$ cat src/rtl/osd_regaccess_arb_if.sv
// Bus bundle between NUM_REQ register-access requesters, the arbiter and one shared target port.
// The slave modport is the arbiter's view. The master modport is the surrounding system: requesters plus target.
interface osd_regaccess_arb_if #(
  parameter int NUM_REQ = 2
);
  logic [NUM_REQ-1:0]    req_request;
  logic [NUM_REQ-1:0]    req_write;
  logic [16*NUM_REQ-1:0] req_addr;
  logic [NUM_REQ-1:0]    req_size;
  logic [16*NUM_REQ-1:0] req_wdata;
  logic [NUM_REQ-1:0]    req_ack;
  logic [NUM_REQ-1:0]    req_err;
  logic [15:0]           req_rdata;

  logic                  reg_request;
  logic                  reg_write;
  logic [15:0]           reg_addr;
  logic                  reg_size;
  logic [15:0]           reg_wdata;
  logic                  reg_ack;
  logic                  reg_err;
  logic [15:0]           reg_rdata;

  logic                  timeout;

  modport slave (
    input  req_request, req_write, req_addr, req_size, req_wdata,
    input  reg_ack, reg_err, reg_rdata,
    output req_ack, req_err, req_rdata,
    output reg_request, reg_write, reg_addr, reg_size, reg_wdata,
    output timeout
  );

  modport master (
    output req_request, req_write, req_addr, req_size, req_wdata,
    output reg_ack, reg_err, reg_rdata,
    input  req_ack, req_err, req_rdata,
    input  reg_request, reg_write, reg_addr, reg_size, reg_wdata,
    input  timeout
  );
endinterface

$ cat src/rtl/osd_regaccess_arb.sv
// Round-robin arbiter that serialises NUM_REQ requesters onto one module register-access port.
// Define OSD_REGARB_TIMEOUT_EN to retire accesses stuck in ACCESS for TIMEOUT cycles with an error.
module osd_regaccess_arb #(
  parameter int NUM_REQ = 2,
  parameter int TIMEOUT = 255
) (
  input  logic                clk,
  input  logic                rst,
  osd_regaccess_arb_if.slave  bus
);

  localparam int IDX_W = (NUM_REQ > 1) ? $clog2(NUM_REQ) : 1;

  typedef enum logic [1:0] {
    IDLE,
    ACCESS,
    RESP
  } state_t;

  state_t             state_reg;
  logic [IDX_W-1:0]   rr_ptr_reg;
  logic [IDX_W-1:0]   grant_reg;
  logic               reg_request_reg;
  logic               reg_write_reg;
  logic               reg_size_reg;
  logic [15:0]        reg_addr_reg;
  logic [15:0]        reg_wdata_reg;
  logic [NUM_REQ-1:0] req_ack_reg;
  logic [NUM_REQ-1:0] req_err_reg;
  logic [15:0]        req_rdata_reg;

  logic [15:0]        addr_arr  [NUM_REQ];
  logic [15:0]        wdata_arr [NUM_REQ];
  logic [NUM_REQ-1:0] grant_oh;
  logic [NUM_REQ-1:0] req_rot;
  logic               pick_valid;
  logic [IDX_W-1:0]   pick_off;
  logic [IDX_W:0]     pick_sum;
  logic [IDX_W-1:0]   pick_idx;
  logic [IDX_W-1:0]   ptr_next;
  logic               done;
  logic               tmo_hit;

  genvar gi;
  generate
    for (gi = 0; gi < NUM_REQ; gi++) begin : g_req
      assign addr_arr[gi]  = bus.req_addr[16*gi +: 16];
      assign wdata_arr[gi] = bus.req_wdata[16*gi +: 16];
      assign grant_oh[gi]  = (grant_reg == IDX_W'(gi));
    end
  endgenerate

  // Rotate requests so bit 0 is the requester at rr_ptr; the lowest set bit is then the winner.
  assign req_rot = NUM_REQ'({bus.req_request, bus.req_request} >> rr_ptr_reg);

  always_comb begin
    pick_valid = 1'b0;
    pick_off   = '0;
    for (int k = NUM_REQ - 1; k >= 0; k--) begin
      if (req_rot[k]) begin
        pick_valid = 1'b1;
        pick_off   = IDX_W'(k);
      end
    end
  end

  assign pick_sum = {1'b0, rr_ptr_reg} + {1'b0, pick_off};
  assign pick_idx = (pick_sum >= (IDX_W+1)'(NUM_REQ))
                    ? IDX_W'(pick_sum - (IDX_W+1)'(NUM_REQ))
                    : pick_sum[IDX_W-1:0];

  assign ptr_next = (grant_reg == IDX_W'(NUM_REQ - 1)) ? '0 : grant_reg + IDX_W'(1);
  assign done     = bus.reg_ack | bus.reg_err;

`ifdef OSD_REGARB_TIMEOUT_EN
  logic [15:0] tmo_cnt_reg;
  logic        timeout_reg;

  // A completion in the expiry cycle wins over the timeout.
  assign tmo_hit     = ~done & (tmo_cnt_reg == 16'(TIMEOUT - 1));
  assign bus.timeout = timeout_reg;
`else
  logic unused_timeout_param;

  assign unused_timeout_param = (TIMEOUT == 0);
  assign tmo_hit              = 1'b0;
  assign bus.timeout          = 1'b0;
`endif

  always_ff @(posedge clk) begin
    if (!rst) begin
      state_reg       <= IDLE;
      rr_ptr_reg      <= '0;
      grant_reg       <= '0;
      reg_request_reg <= 1'b0;
      reg_write_reg   <= 1'b0;
      reg_size_reg    <= 1'b0;
      reg_addr_reg    <= '0;
      reg_wdata_reg   <= '0;
      req_ack_reg     <= '0;
      req_err_reg     <= '0;
      req_rdata_reg   <= '0;
`ifdef OSD_REGARB_TIMEOUT_EN
      tmo_cnt_reg     <= '0;
      timeout_reg     <= 1'b0;
`endif
    end else begin
      case (state_reg)
        IDLE: begin
          if (pick_valid) begin
            grant_reg       <= pick_idx;
            reg_write_reg   <= bus.req_write[pick_idx];
            reg_size_reg    <= bus.req_size[pick_idx];
            reg_addr_reg    <= addr_arr[pick_idx];
            reg_wdata_reg   <= wdata_arr[pick_idx];
            reg_request_reg <= 1'b1;
`ifdef OSD_REGARB_TIMEOUT_EN
            tmo_cnt_reg     <= '0;
`endif
            state_reg       <= ACCESS;
          end
        end

        ACCESS: begin
          if (done || tmo_hit) begin
            reg_request_reg <= 1'b0;
            req_ack_reg     <= grant_oh;
            // reg_err flags an error even when reg_ack accompanies it.
            req_err_reg     <= (bus.reg_err || tmo_hit) ? grant_oh : '0;
            // Writes leave the shared read-data register untouched, timeout included.
            if (!reg_write_reg) begin
              req_rdata_reg <= done ? bus.reg_rdata : 16'h0000;
            end
`ifdef OSD_REGARB_TIMEOUT_EN
            timeout_reg     <= tmo_hit;
`endif
            state_reg       <= RESP;
          end
`ifdef OSD_REGARB_TIMEOUT_EN
          else begin
            tmo_cnt_reg <= tmo_cnt_reg + 16'd1;
          end
`endif
        end

        RESP: begin
          req_ack_reg <= '0;
          req_err_reg <= '0;
          rr_ptr_reg  <= ptr_next;
`ifdef OSD_REGARB_TIMEOUT_EN
          timeout_reg <= 1'b0;
`endif
          state_reg   <= IDLE;
        end

        default: state_reg <= IDLE;
      endcase
    end
  end

  assign bus.req_ack     = req_ack_reg;
  assign bus.req_err     = req_err_reg;
  assign bus.req_rdata   = req_rdata_reg;
  assign bus.reg_request = reg_request_reg;
  assign bus.reg_write   = reg_write_reg;
  assign bus.reg_size    = reg_size_reg;
  assign bus.reg_addr    = reg_addr_reg;
  assign bus.reg_wdata   = reg_wdata_reg;

endmodule

$ cat src/flat_wrapper.sv
// flat-port wrapper written by rule: the top's interface ports become plain ports
module osd_regaccess_arb_flat 
#(
  parameter int NUM_REQ = 2,
  parameter int TIMEOUT = 255
)
  (clk, rst, bus_req_request, bus_req_write, bus_req_addr, bus_req_size, bus_req_wdata, bus_reg_ack, bus_reg_err, bus_reg_rdata, bus_req_ack, bus_req_err, bus_req_rdata, bus_reg_request, bus_reg_write, bus_reg_addr, bus_reg_size, bus_reg_wdata, bus_timeout);
  osd_regaccess_arb_if #(.NUM_REQ(NUM_REQ)) bus_i ();
  input  logic clk;
  input  logic rst;
  input wire logic [$bits(bus_i.req_request)-1:0] bus_req_request;
  input wire logic [$bits(bus_i.req_write)-1:0] bus_req_write;
  input wire logic [$bits(bus_i.req_addr)-1:0] bus_req_addr;
  input wire logic [$bits(bus_i.req_size)-1:0] bus_req_size;
  input wire logic [$bits(bus_i.req_wdata)-1:0] bus_req_wdata;
  input wire logic [$bits(bus_i.reg_ack)-1:0] bus_reg_ack;
  input wire logic [$bits(bus_i.reg_err)-1:0] bus_reg_err;
  input wire logic [$bits(bus_i.reg_rdata)-1:0] bus_reg_rdata;
  output wire logic [$bits(bus_i.req_ack)-1:0] bus_req_ack;
  output wire logic [$bits(bus_i.req_err)-1:0] bus_req_err;
  output wire logic [$bits(bus_i.req_rdata)-1:0] bus_req_rdata;
  output wire logic [$bits(bus_i.reg_request)-1:0] bus_reg_request;
  output wire logic [$bits(bus_i.reg_write)-1:0] bus_reg_write;
  output wire logic [$bits(bus_i.reg_addr)-1:0] bus_reg_addr;
  output wire logic [$bits(bus_i.reg_size)-1:0] bus_reg_size;
  output wire logic [$bits(bus_i.reg_wdata)-1:0] bus_reg_wdata;
  output wire logic [$bits(bus_i.timeout)-1:0] bus_timeout;
  assign bus_i.req_request = bus_req_request;
  assign bus_i.req_write = bus_req_write;
  assign bus_i.req_addr = bus_req_addr;
  assign bus_i.req_size = bus_req_size;
  assign bus_i.req_wdata = bus_req_wdata;
  assign bus_i.reg_ack = bus_reg_ack;
  assign bus_i.reg_err = bus_reg_err;
  assign bus_i.reg_rdata = bus_reg_rdata;
  assign bus_req_ack = bus_i.req_ack;
  assign bus_req_err = bus_i.req_err;
  assign bus_req_rdata = bus_i.req_rdata;
  assign bus_reg_request = bus_i.reg_request;
  assign bus_reg_write = bus_i.reg_write;
  assign bus_reg_addr = bus_i.reg_addr;
  assign bus_reg_size = bus_i.reg_size;
  assign bus_reg_wdata = bus_i.reg_wdata;
  assign bus_timeout = bus_i.timeout;
  osd_regaccess_arb #(.NUM_REQ(NUM_REQ), .TIMEOUT(TIMEOUT)) u_core (.clk(clk), .rst(rst), .bus(bus_i));
endmodule
$ cat config.mk
export PLATFORM = sky130hd
export DESIGN_NAME = osd_regaccess_arb_flat
export DESIGN_NICKNAME = d
export VERILOG_FILES = /design/src/rtl/osd_regaccess_arb_if.sv /design/src/rtl/osd_regaccess_arb.sv /design/src/flat_wrapper.sv
export SDC_FILE = /design/constraint.sdc
export NUM_CORES = 1
export LEC_CHECK = 0
export CORE_UTILIZATION = 41
export CTS_CLUSTER_DIAMETER = 80
export DETAILED_ROUTE_END_ITERATION = 7
export PLACE_DENSITY_LB_ADDON = 0.2
export SYNTH_ARGS = -nofsm -noshare
export SYNTH_HDL_FRONTEND = slang
export SYNTH_SLANG_ARGS = --single-unit
export TNS_END_PERCENT = 50
$ cat constraint.sdc
create_clock -name clk -period 1.7 [get_ports clk]
set_input_delay 0.34 -clock clk [delete_from_list [all_inputs] [get_ports clk]]
set_output_delay 0.34 -clock clk [all_outputs]
set_load 0.005 [all_outputs]
---- Word level (Yosys, flattened, before mapping) ----
Index checks and enable logic that the tools add are counted.
storage, ports and cells
  bits in registers ....................... 59
  input port bits ......................... 90
  output and inout bits ................... 56
  logic and storage cells ................. 60
cells by class
  $add $sub $neg .......................... 3
  $lt $le $gt $ge ......................... 3
  equality and inequality tests ........... 4
  shifts and indexed selects .............. 1
  multiplexer cells ....................... 26
  bitwise operators ....................... 4
  reductions and logical operators ........ 8
operator list
  operator                                                  count
  two-way mux 16 bit                                        6
  one-hot mux 2 bit (2 select lines)                        3
  two-way mux 1 bit                                         11
  two-way mux 2 bit                                         5
  AND reduction 2 bit                                       3
  AND reduction 3 bit                                       2
  greater-or-equal comparator 2 bit, second input constant  2
  inequality test 2 x 1 -> 1 bit, second input constant     2
  nonzero test 2 bit                                        2
  >> shifter 4 x 1 -> 2 bit                                 1
  adder 1 x 1 -> 2 bit                                      1
  equality test 2 x 1 -> 1 bit, second input constant       1
  equality test 2 bit, second input constant                1
  zero test 2 bit                                           1
  < comparator 1 x 2 -> 1 bit, second input constant        1
  NOT 1 bit                                                 2
  NOT 1 -> 2 bit                                            1
  one-hot mux 1 bit (2 select lines)                        1
  adder 1 bit, second input constant                        1
  bitwise OR 1 bit                                          1
  subtractor 1 bit, second input constant                   1

---- Logic depth before layout (Yosys ltp) ----
  depth in word-level cells ............... 10
  mapped depth ............................ 6
  gate-level depth less buffers ........... 3

---- Least setup slack after synthesis ----
Ideal clock, no wire load.
  path kind ............................... reg2reg
  start ................................... register u_core.state_reg[1]
  end ..................................... register u_core.reg_addr_reg[3], in the netlist u_core.bus.reg_addr[3]
  setup time .............................. 134 ps
  arrival time ............................ 1252 ps
  required time ........................... 1566 ps
  path slack .............................. 315 ps
  stages on the path, launching flop included .. 6
  buffers on the path ..................... 2
  period minus slack after synthesis ...... 1385 ps
  cells stage by stage .................... dfxtp_1 > or2_4 > buf_6 > buf_6 > a2111oi_4 > nor4_1
between the ends
  word-level cells in the longest chain between the ends .. 2
ends and longest elaborated chain
  item                           line                      source
  start, declared                osd_regaccess_arb.sv:20   state_t state_reg;
  start signal, assigned         osd_regaccess_arb.sv:92   state_reg <= IDLE;
  start signal, assigned         osd_regaccess_arb.sv:120  state_reg <= ACCESS;
  start signal, assigned         osd_regaccess_arb.sv:137  state_reg <= RESP;
  zero test 2 bit                osd_regaccess_arb.sv:108  case (state_reg)
  AND reduction 2 bit (no line)  -
  end signal, assigned           osd_regaccess_arb.sv:114  reg_addr_reg <= addr_arr[pick_idx];
  end, declared                  osd_regaccess_arb.sv:26   logic [15:0] reg_addr_reg;
No other way between the ends.
A chain may end at the register's enable or synchronous reset.

---- Worst setup path in the final report ----
  start ................................... register u_core.state_reg[1]
  end ..................................... register u_core.reg_addr_reg[8], in the netlist u_core.bus.reg_addr[8]
The elaborated chain is that of the path after synthesis.

==> impl_metrics.ini <==
[power]
power_leakage_nw = 1.598
pwr_density_cell_mw_per_mm2 = 870.9
ir_drop_v = 0.0004116

[hold_path]
holdPathEnd = u_core.bus.req_rdata[0]
hold_class = flip-flop to flip-flop
worstHoldStart = u_core.bus.req_rdata[0]
holdPathStages = 2

[critical_path]
cp_max_fo = 33
ff2ff_setup_slack_ns = 0.13
path_class = flip-flop to flip-flop
worst_ep_arrival_time_ns = 1.77
reg2reg_to = u_core.bus.reg_addr[8]
start_kind = flip-flop
r2r_start = u_core.state_reg[1]
cp-end-kind = flip-flop
cp.required_ns = 1.90
r2r_cells = 4

[sta]
slew_violations = 0
hold_violations = 0
holdWs_ns = 0.4719
finalClockSkew_ns = 0.01048
setup_violations = 0
worstMarginPinSlew_ns = 0.4887
rsz0062_at_grt = false
period_needed_ns = 1.567
fin_crit_sh_pct = 92.19
slew_headroom_pct = 66.58
fmaxAchievable_mhz = 638.1

[floorplan]
ioPinCount = 146
dieArea_mm2 = 0.007939
rows = 31
dieHeight_um = 89.10
core-area_mm2 = 0.007292
initial_core_util_pct = 42.66
fp.dieW_um = 89.10

[place]
io_buffers = 144
placed_area_mm2 = 0.004713
hpwlAfterDp_um = 7056
gp_congestion = 0.7921

[finish]
stdcell_area_mm2 = 0.004960
antenna_cells = 0
area_growth_pct = 59.45
drive_gt1_share_pct = 14.68
finish.net_count = 555

[yosys]
synthFlopType = dfxtp_1
synth_top_cell_by_area = dfxtp_1
synth-seq-cells = 59
yosys-top-cells-area = dfxtp_1, a2111oi_0, a21oi_1, nor4_1, a2111oi_4
ys_seq_area_share_pct = 37.97
netlist_area_mm2 = 0.003110
syn_inst = 334
ys_types = 30
synth_commonest_cells = dfxtp_1, a21oi_1, a2111oi_0
synth_top_area_share_pct = 37.97
async_flop_share_pct = 0
synth_edf_count = 0
synth.most_common_cell = dfxtp_1
syn_area_per_cell_um2 = 9.313
yosys_warnings = 0
syn-num-nets = 424

[detailed_routing]
drc = 0
dr.pass1.iters = 4
ant_nets = 0
vias = 3513
finalWirelength_um = 10400
vias_per_cell = 6.174
drt_first_iter_violations = 235
post_drt_wl_per_cell_um = 18.27

[clocking]
htree_levels = 3
cts_made_buffers = 9
cts-resized-gates = 0
clk_path_buf_depth = 2
cts_tree = done
cts.sinks = 59
clk_pin_slew_ns = 0.07
worstSkewPairLatency_ns = 0.34
cts_hold_buf = 0
post_cts_buffers = 0
cts_root_buf = clkbuf_8

[global_route]
track_usage_pct = 25.74
grt_pass1_wl_um = 15810
antenna_found_initial = 0
grt_pass1_vias = 3255
grt.overflow.total = 0
grt_max_degree = 38

[run]
maxCapViolations = 0

[outcome]
outcome = finished, final reports clean
## report_power, final
group          internal, mW  total, mW  switching, mW
logic                 0.633       1.17          0.538
registers              1.52       1.60         0.0850
clock network         0.986       1.55          0.560
## final cells by class
type | count | area [µm²]
multi-input combinational | 216 | 1655
inverter | 6 | 22.52
fill | 608 | 2332
sequential | 59 | 1182
tap | 99 | 123.9
timing repair buffer | 173 | 1729
clock inverter | 3 | 67.56
clock buffer | 13 | 178.9
## placed cells by master (no fill, tap or decap), types with 2 or more instances in the layout
cell / count
o31ai_1: 16
nor4_1: 34
o211ai_1: 5
a2111oi_0: 51
a21oi_1: 57
nand4_1: 16
clkdlybuf4s50_1: 143
nor2_1: 2
clkbuf_8: 13
nand2b_1: 2
or2_2: 2
a2111oi_4: 7
dfxtp_1: 58
a2111oi_2: 10
nand2_1: 2
buf_4: 23
bufinv_16: 2
buf_12: 6
nand3_1: 4
inv_1: 5
## stage by stage
step	setup slack (ns)	power [mW]	instances	setup TNS, ns	util, %
floorplan	0.3147	2.150	334	0	-
global placement	-0.1261	2.767	553	-1.469	64.64
detailed placement	-0.1523	2.789	553	-2.537	64.64
CTS	0.1319	4.336	569	0	68.02
global route	0.01715	4.509	569	0	68.02
finish	0.1328	4.319	569	0	68.02
## worst max path at each step
stage / cells after the start / startpoint / slack [ns] / endpoint
floorplan: 5 / u_core.state_reg[1] / 0.31 / u_core.bus.reg_addr[3]
global route: 4 / u_core.state_reg[1] / 0.02 / u_core.bus.reg_wdata[2]
finish: 4 / u_core.state_reg[1] / 0.13 / u_core.bus.reg_addr[8]
global placement: 5 / bus_req_request[0] / -0.13 / u_core.bus.reg_wdata[10]
CTS: 4 / u_core.state_reg[1] / 0.13 / u_core.bus.reg_addr[8]
detailed placement: 5 / bus_req_request[0] / -0.15 / u_core.bus.reg_addr[8]
## logic make-up after synthesis
family,synth area share (%)
and+or+nand+nor,12.83
DFF,37.97
AOI/OAI and AO/OA,40.27
buffers and inverters,8.809
other,0.1206
## layer usage
metal | vias to the layer above | track usage (%) | wire length [µm]
li1 | 1643 | - | -
met1 | 1674 | 32.39 | 4385
met2 | 173 | 41.78 | 4983
met3 | 23 | 6.002 | 827
met4 | 0 | 11.98 | 202
met5 | - | 0 | 0
## worst max-delay path, stage by stage, from the launching register on
cell and delay [ns]:
dfxtp_1 0.35, or2_4 0.32, buf_12 0.19, a2111oi_0 0.47
nor4_1 0.10
(Power assumes the default switching activity.)
